<file path="config.mk">
export PLATFORM = sky130hd
export DESIGN_NAME = round_robin_arbiter
export DESIGN_NICKNAME = d
export VERILOG_FILES = /design/src/rtl/arb_pkg.sv /design/src/rtl/rr_pick.sv /design/src/rtl/round_robin_arbiter.sv
export SDC_FILE = /design/constraint.sdc
export NUM_CORES = 1
export LEC_CHECK = 0
export CAP_MARGIN = 20
export CORE_AREA = 3 3 40 42
export CTS_BUF_LIST = sky130_fd_sc_hd__clkbuf_8
export CTS_CLUSTER_SIZE = 12
export DETAILED_ROUTE_END_ITERATION = 12
export DIE_AREA = 0 0 43 45
export PLACE_DENSITY = 0.65
export SYNTH_ARGS = -nofsm -noshare
export SYNTH_HDL_FRONTEND = slang
export SYNTH_SLANG_ARGS = --single-unit
</file>
<file path="constraint.sdc">
create_clock -name clock -period 1.3 [get_ports clock]
set_input_delay 0.26 -clock clock [delete_from_list [all_inputs] [get_ports clock]]
set_output_delay 0.26 -clock clock [all_outputs]
set_load 0.02 [all_outputs]
</file>
<file path="src/rtl/arb_pkg.sv">
// Shared types and default sizing for the round-robin arbiter and its priority encoder.
package arb_pkg;

    typedef enum logic {
        IDLE  = 1'b0,
        GRANT = 1'b1
    } arb_state_t;

    localparam int ARB_NUM_REQ  = 4;
    localparam int ARB_MAX_HOLD = 16;

endpackage

</file>
<file path="src/rtl/rr_pick.sv">
// Rotating priority encoder: first set request strictly after ptr, wrapping around.
module rr_pick #(
    parameter  int NUM_REQ = 4,
    localparam int IDW     = $clog2(NUM_REQ)
) (
    input  logic [NUM_REQ-1:0] req,
    input  logic [IDW-1:0]     ptr,
    output logic               valid,
    output logic [IDW-1:0]     index
);

    // Scan from farthest to nearest so the nearest set bit is written last.
    always_comb begin
        valid = 1'b0;
        index = '0;
        for (int k = NUM_REQ; k >= 1; k--) begin
            logic [IDW-1:0] pos;
            pos = IDW'((int'(ptr) + k) % NUM_REQ);
            if (req[pos]) begin
                valid = 1'b1;
                index = pos;
            end
        end
    end

endmodule

</file>
<file path="src/rtl/round_robin_arbiter.sv">
// Two-state round-robin arbiter with registered grant outputs.
// Define ARB_TIMEOUT_EN to add a MAX_HOLD grant timeout with the expired pulse.
module round_robin_arbiter
    import arb_pkg::*;
#(
    parameter  int NUM_REQ  = ARB_NUM_REQ,
    parameter  int MAX_HOLD = ARB_MAX_HOLD,
    localparam int IDW      = $clog2(NUM_REQ)
) (
    input  logic               clock,
    input  logic               reset,
    input  logic [NUM_REQ-1:0] req,
    output logic [NUM_REQ-1:0] gnt,
    output logic [IDW-1:0]     gnt_id,
    output logic               busy,
    output logic               expired
);

    if (NUM_REQ < 2 || NUM_REQ > 8 || MAX_HOLD < 2 || MAX_HOLD > 255) begin : g_bad_param
        $error("round_robin_arbiter: NUM_REQ must be 2..8 and MAX_HOLD 2..255");
    end

    arb_state_t         r_state,  w_state_nxt;
    logic [NUM_REQ-1:0] r_gnt,    w_gnt_nxt;
    logic [IDW-1:0]     r_gnt_id, w_gnt_id_nxt;
    logic [IDW-1:0]     r_ptr,    w_ptr_nxt;
    logic               r_busy,   w_busy_nxt;
    logic               w_pick_valid;
    logic [IDW-1:0]     w_pick_idx;
    logic               w_owner_req;

`ifdef ARB_TIMEOUT_EN
    localparam int CW = $clog2(MAX_HOLD + 1);

    logic [CW-1:0] r_hold_cnt, w_hold_cnt_nxt;
    logic          r_expired,  w_expired_nxt;
    logic          w_timeout;

    // Counter holds completed grant cycles minus one, so this is the MAX_HOLD-th cycle.
    assign w_timeout = (r_hold_cnt == CW'(MAX_HOLD - 1));
`endif

    rr_pick #(
        .NUM_REQ (NUM_REQ)
    ) u_pick (
        .req   (req),
        .ptr   (r_ptr),
        .valid (w_pick_valid),
        .index (w_pick_idx)
    );

    assign w_owner_req = req[r_gnt_id];

    always_comb begin
        w_state_nxt  = r_state;
        w_gnt_nxt    = r_gnt;
        w_gnt_id_nxt = r_gnt_id;
        w_ptr_nxt    = r_ptr;
        w_busy_nxt   = r_busy;
`ifdef ARB_TIMEOUT_EN
        w_hold_cnt_nxt = r_hold_cnt;
        w_expired_nxt  = 1'b0;
`endif
        case (r_state)
            IDLE: begin
                w_gnt_nxt    = '0;
                w_gnt_id_nxt = '0;
                w_busy_nxt   = 1'b0;
                if (w_pick_valid) begin
                    w_state_nxt  = GRANT;
                    w_gnt_nxt    = NUM_REQ'(1) << w_pick_idx;
                    w_gnt_id_nxt = w_pick_idx;
                    w_ptr_nxt    = w_pick_idx;
                    w_busy_nxt   = 1'b1;
`ifdef ARB_TIMEOUT_EN
                    w_hold_cnt_nxt = '0;
`endif
                end
            end
            GRANT: begin
`ifdef ARB_TIMEOUT_EN
                if (!w_owner_req || w_timeout) begin
                    w_expired_nxt = w_owner_req;
`else
                if (!w_owner_req) begin
`endif
                    w_state_nxt  = IDLE;
                    w_gnt_nxt    = '0;
                    w_gnt_id_nxt = '0;
                    w_busy_nxt   = 1'b0;
                end
`ifdef ARB_TIMEOUT_EN
                else begin
                    w_hold_cnt_nxt = r_hold_cnt + 1'b1;
                end
`endif
            end
            default: begin
                w_state_nxt = IDLE;
            end
        endcase
    end

    // Registered outputs and arbitration state
    always_ff @(posedge clock) begin
        if (reset) begin
            r_state  <= IDLE;
            r_gnt    <= '0;
            r_gnt_id <= '0;
            r_busy   <= 1'b0;
            r_ptr    <= IDW'(NUM_REQ - 1);
`ifdef ARB_TIMEOUT_EN
            r_hold_cnt <= '0;
            r_expired  <= 1'b0;
`endif
        end else begin
            r_state  <= w_state_nxt;
            r_gnt    <= w_gnt_nxt;
            r_gnt_id <= w_gnt_id_nxt;
            r_busy   <= w_busy_nxt;
            r_ptr    <= w_ptr_nxt;
`ifdef ARB_TIMEOUT_EN
            r_hold_cnt <= w_hold_cnt_nxt;
            r_expired  <= w_expired_nxt;
`endif
        end
    end

    assign gnt    = r_gnt;
    assign gnt_id = r_gnt_id;
    assign busy   = r_busy;
`ifdef ARB_TIMEOUT_EN
    assign expired = r_expired;
`else
    assign expired = 1'b0;
`endif

endmodule

</file>
==> flow_summary.yaml <==
setup_path:
  slowest_delay_ns: 0.53
  crit_type: "flip-flop to flip-flop"
  critPathTopFamily: "multiplexers"
  crit_chain: "mux4_2 -> nand2_4 -> nor2_4 -> a32o_1"
  start_kind: "flip-flop"
  path_buf_inv: 0
  slowest_stage: "mux4_2"
  required_ns: 1.42
  arrival_ns: 1.49
  path_max_fanout: 5
  critPathLaunch: "gnt_id[1]"
  cp-end-kind: "flip-flop"
  timing.rr.start: "gnt_id[1]"
place:
  port_buffers: 12
  dp_hpwl_um: 802.7
  gp_congestion: 0.7409
  dp_cells: 80
  place_ws_ns: -0.4673
final_layout:
  nNetsFinal: 76
  diodes: 0
  final_cells: 84
  layout-drive-gt1-share_pct: 28.99
  syn_to_final_growth_pct: 50.67
floorplanning:
  dieArea_um2: 1935
  ios: 14
  die_h_um: 45
  core_um2: 1285
  die_w_um: 43
  start_util_pct: 36.51
  rows: 13
detailed_routing:
  routed_wl_mm: 1.131
  ant_nets: 0
  post-route-drc-count: 0
  top_layer: "met4"
  avgRoutedWirePerCell_um: 13.46
  vias_per_cell: 5.310
  wl_met2_um: 532
  met1_length_um: 525
  drt_iter0_markers: 6
  routed-via-count: 446
  dr.pass1.iters: 4
  dr_wl_met3_um: 50
yosys:
  syn-num-nets: 54
  synthesis.area_um2: 469.2
  synth_cell_types: 27
  yosysSeqAreaShare_pct: 42.67
  post_synth.cell_area_avg_um2: 9.775
  synth-seq-cells: 10
  ys.flop_type: "dfxtp_1"
  yosysWarnings: 0
  synth_edf_count: 0
  synthCells: 48
  synth-async-reset-ratio_pct: 0
global_routing:
  grt_pass1_wl_mm: 2.007
  grt_overflow: 0
  grt_usage_pct: 13.89
  grt_start_max_net_pins: 9
  first_global_vias: 487
  antenna_found_initial: 0
clocking:
  cts_tree: "yes"
  cts_buffers: 3
  cts.sink_count: 10
  cts_buffer_depth: 2
  cts_max_level: 1
  post_cts.repair.setup_buffers: 0
  clock_latency_ns: 0.23
  clock-root-buffer: "clkbuf_8"
  cts_hold_buf: 0
  clk_pin_slew_ns: 0.05
timing:
  setup_ws_ns: -0.07126
  min_period_ns: 1.371
  fin_crit_sh_pct: 105.5
  fin_skew_ns: 0.003551
  finalHoldViolCount: 0
  grt_setup_unrepaired: "true"
  fmax_mhz: 729.3
  setup_viol: 7
  drv_slew: 0
flow_run:
  cap_violations: 0
pwr:
  p_leak_nw: 0.3380
  vdd.ir_drop.worst_v: 0.0007204
  power.density_nw_per_um2: 1283
worst_hold_path:
  min_path_type: "flip-flop to flip-flop"
  hp-start: "busy"
run_status:
  violations: "negative setup slack"
  status: "finished with violations"
registers in the layout, indices dropped and copies added (netlist names):
signal and count:
gnt 4, gnt_id 2, r_ptr 2, busy 1
r_state 1
worst reg2reg max path: stages (launching register included):
cell     delay, ns
dfxtp_4       0.35
mux4_2        0.53
nand2_4       0.12
nor2_4        0.05
a32o_1        0.22
path summary, 6_finish.rpt:
kind            end  slack (ns)  cells past startpoint
min reg2reg    busy        0.46                      1
min            busy        0.46                      1
max reg2reg  gnt[1]       -0.07                      4
max          gnt[1]       -0.07                      4
metrics by stage:
step           total power, mW  utilization, %  TNS [ns]  cell area, um2  hold WS [ns]
2_1_floorplan           0.5000               -  -0.08621           473.0        0.3291
3_3_place_gp            0.6051           50.73    -4.132           651.9        0.4505
3_5_place_dp            0.6045           50.73    -4.279           651.9        0.4485
4_1_cts                 0.9132           54.92   -0.3253           705.7        0.4627
5_1_grt                 0.9561           55.01   -0.5878           706.9        0.4991
6_report                0.9073           55.01   -0.3084           706.9        0.4638
cells in the mapped netlist (2+ instances only):
cell / number / area (um2)
a32o_1: 3 / 30.03
dfxtp_1: 10 / 200.2
nor3b_1: 2 / 15.01
nor2_1: 3 / 11.26
nor2_2: 2 / 12.51
nand2b_1: 2 / 12.51
a21oi_1: 2 / 10.01
nand2_1: 3 / 11.26
a21o_1: 3 / 22.52
kinds of logic (layout without fill, tap and decap cells):
kind of cell,after synthesis,count (layout),share of synthesized area [%]
compound gates,19,19,31.47
other cells,1,1,0.7992
flops,10,10,42.67
buf+inv,3,24,3.465
simple gates,13,13,14.67
mux,2,2,6.933
power by group:
group	leakage [nW]	total, mW	internal (mW)	switching (mW)
clock network	0.0269	0.312	0.205	0.107
logic	0.228	0.226	0.108	0.118
registers	0.0831	0.369	0.341	0.0280
placed cells by master, fill, tap and decap left out, types with 2 or more instances in the layout:
master         instances
nor3b_2                2
inv_1                  2
buf_4                  7
a21oi_1                2
nand2b_1               2
a21o_1                 3
a32o_1                 3
nor2_1                 2
nor2_2                 2
nand2_1                3
dfxtp_1                8
clkbuf_8               3
dlygate4sd2_1         11
layer usage:
metal | global-route usage (%) | up-vias
met1 | 17.85 | 204
met5 | 0 | -
met3 | 2.390 | 5
met2 | 22.46 | 14
li1 | - | 223
met4 | 7.229 | 0
area by class of cell:
| class | instances | area (um2) |
|---|---|---|
| Timing Repair Buffer | 19 | 158.9 |
| Inverter | 1 | 3.754 |
| Multi-Input combinational cell | 35 | 275.3 |
| Fill cell | 121 | 578.1 |
| Clock buffer | 3 | 41.29 |
| Clock inverter | 1 | 3.754 |
| Sequential cell | 10 | 205.2 |
| Tap cell | 15 | 18.77 |
timing repair:
action,in CTS,in global routing
endpoints found under the setup margin,17,10
pin swaps,4,4
gates resized for setup,17,1
No activity file was read; power rests on OpenSTA's default activity.
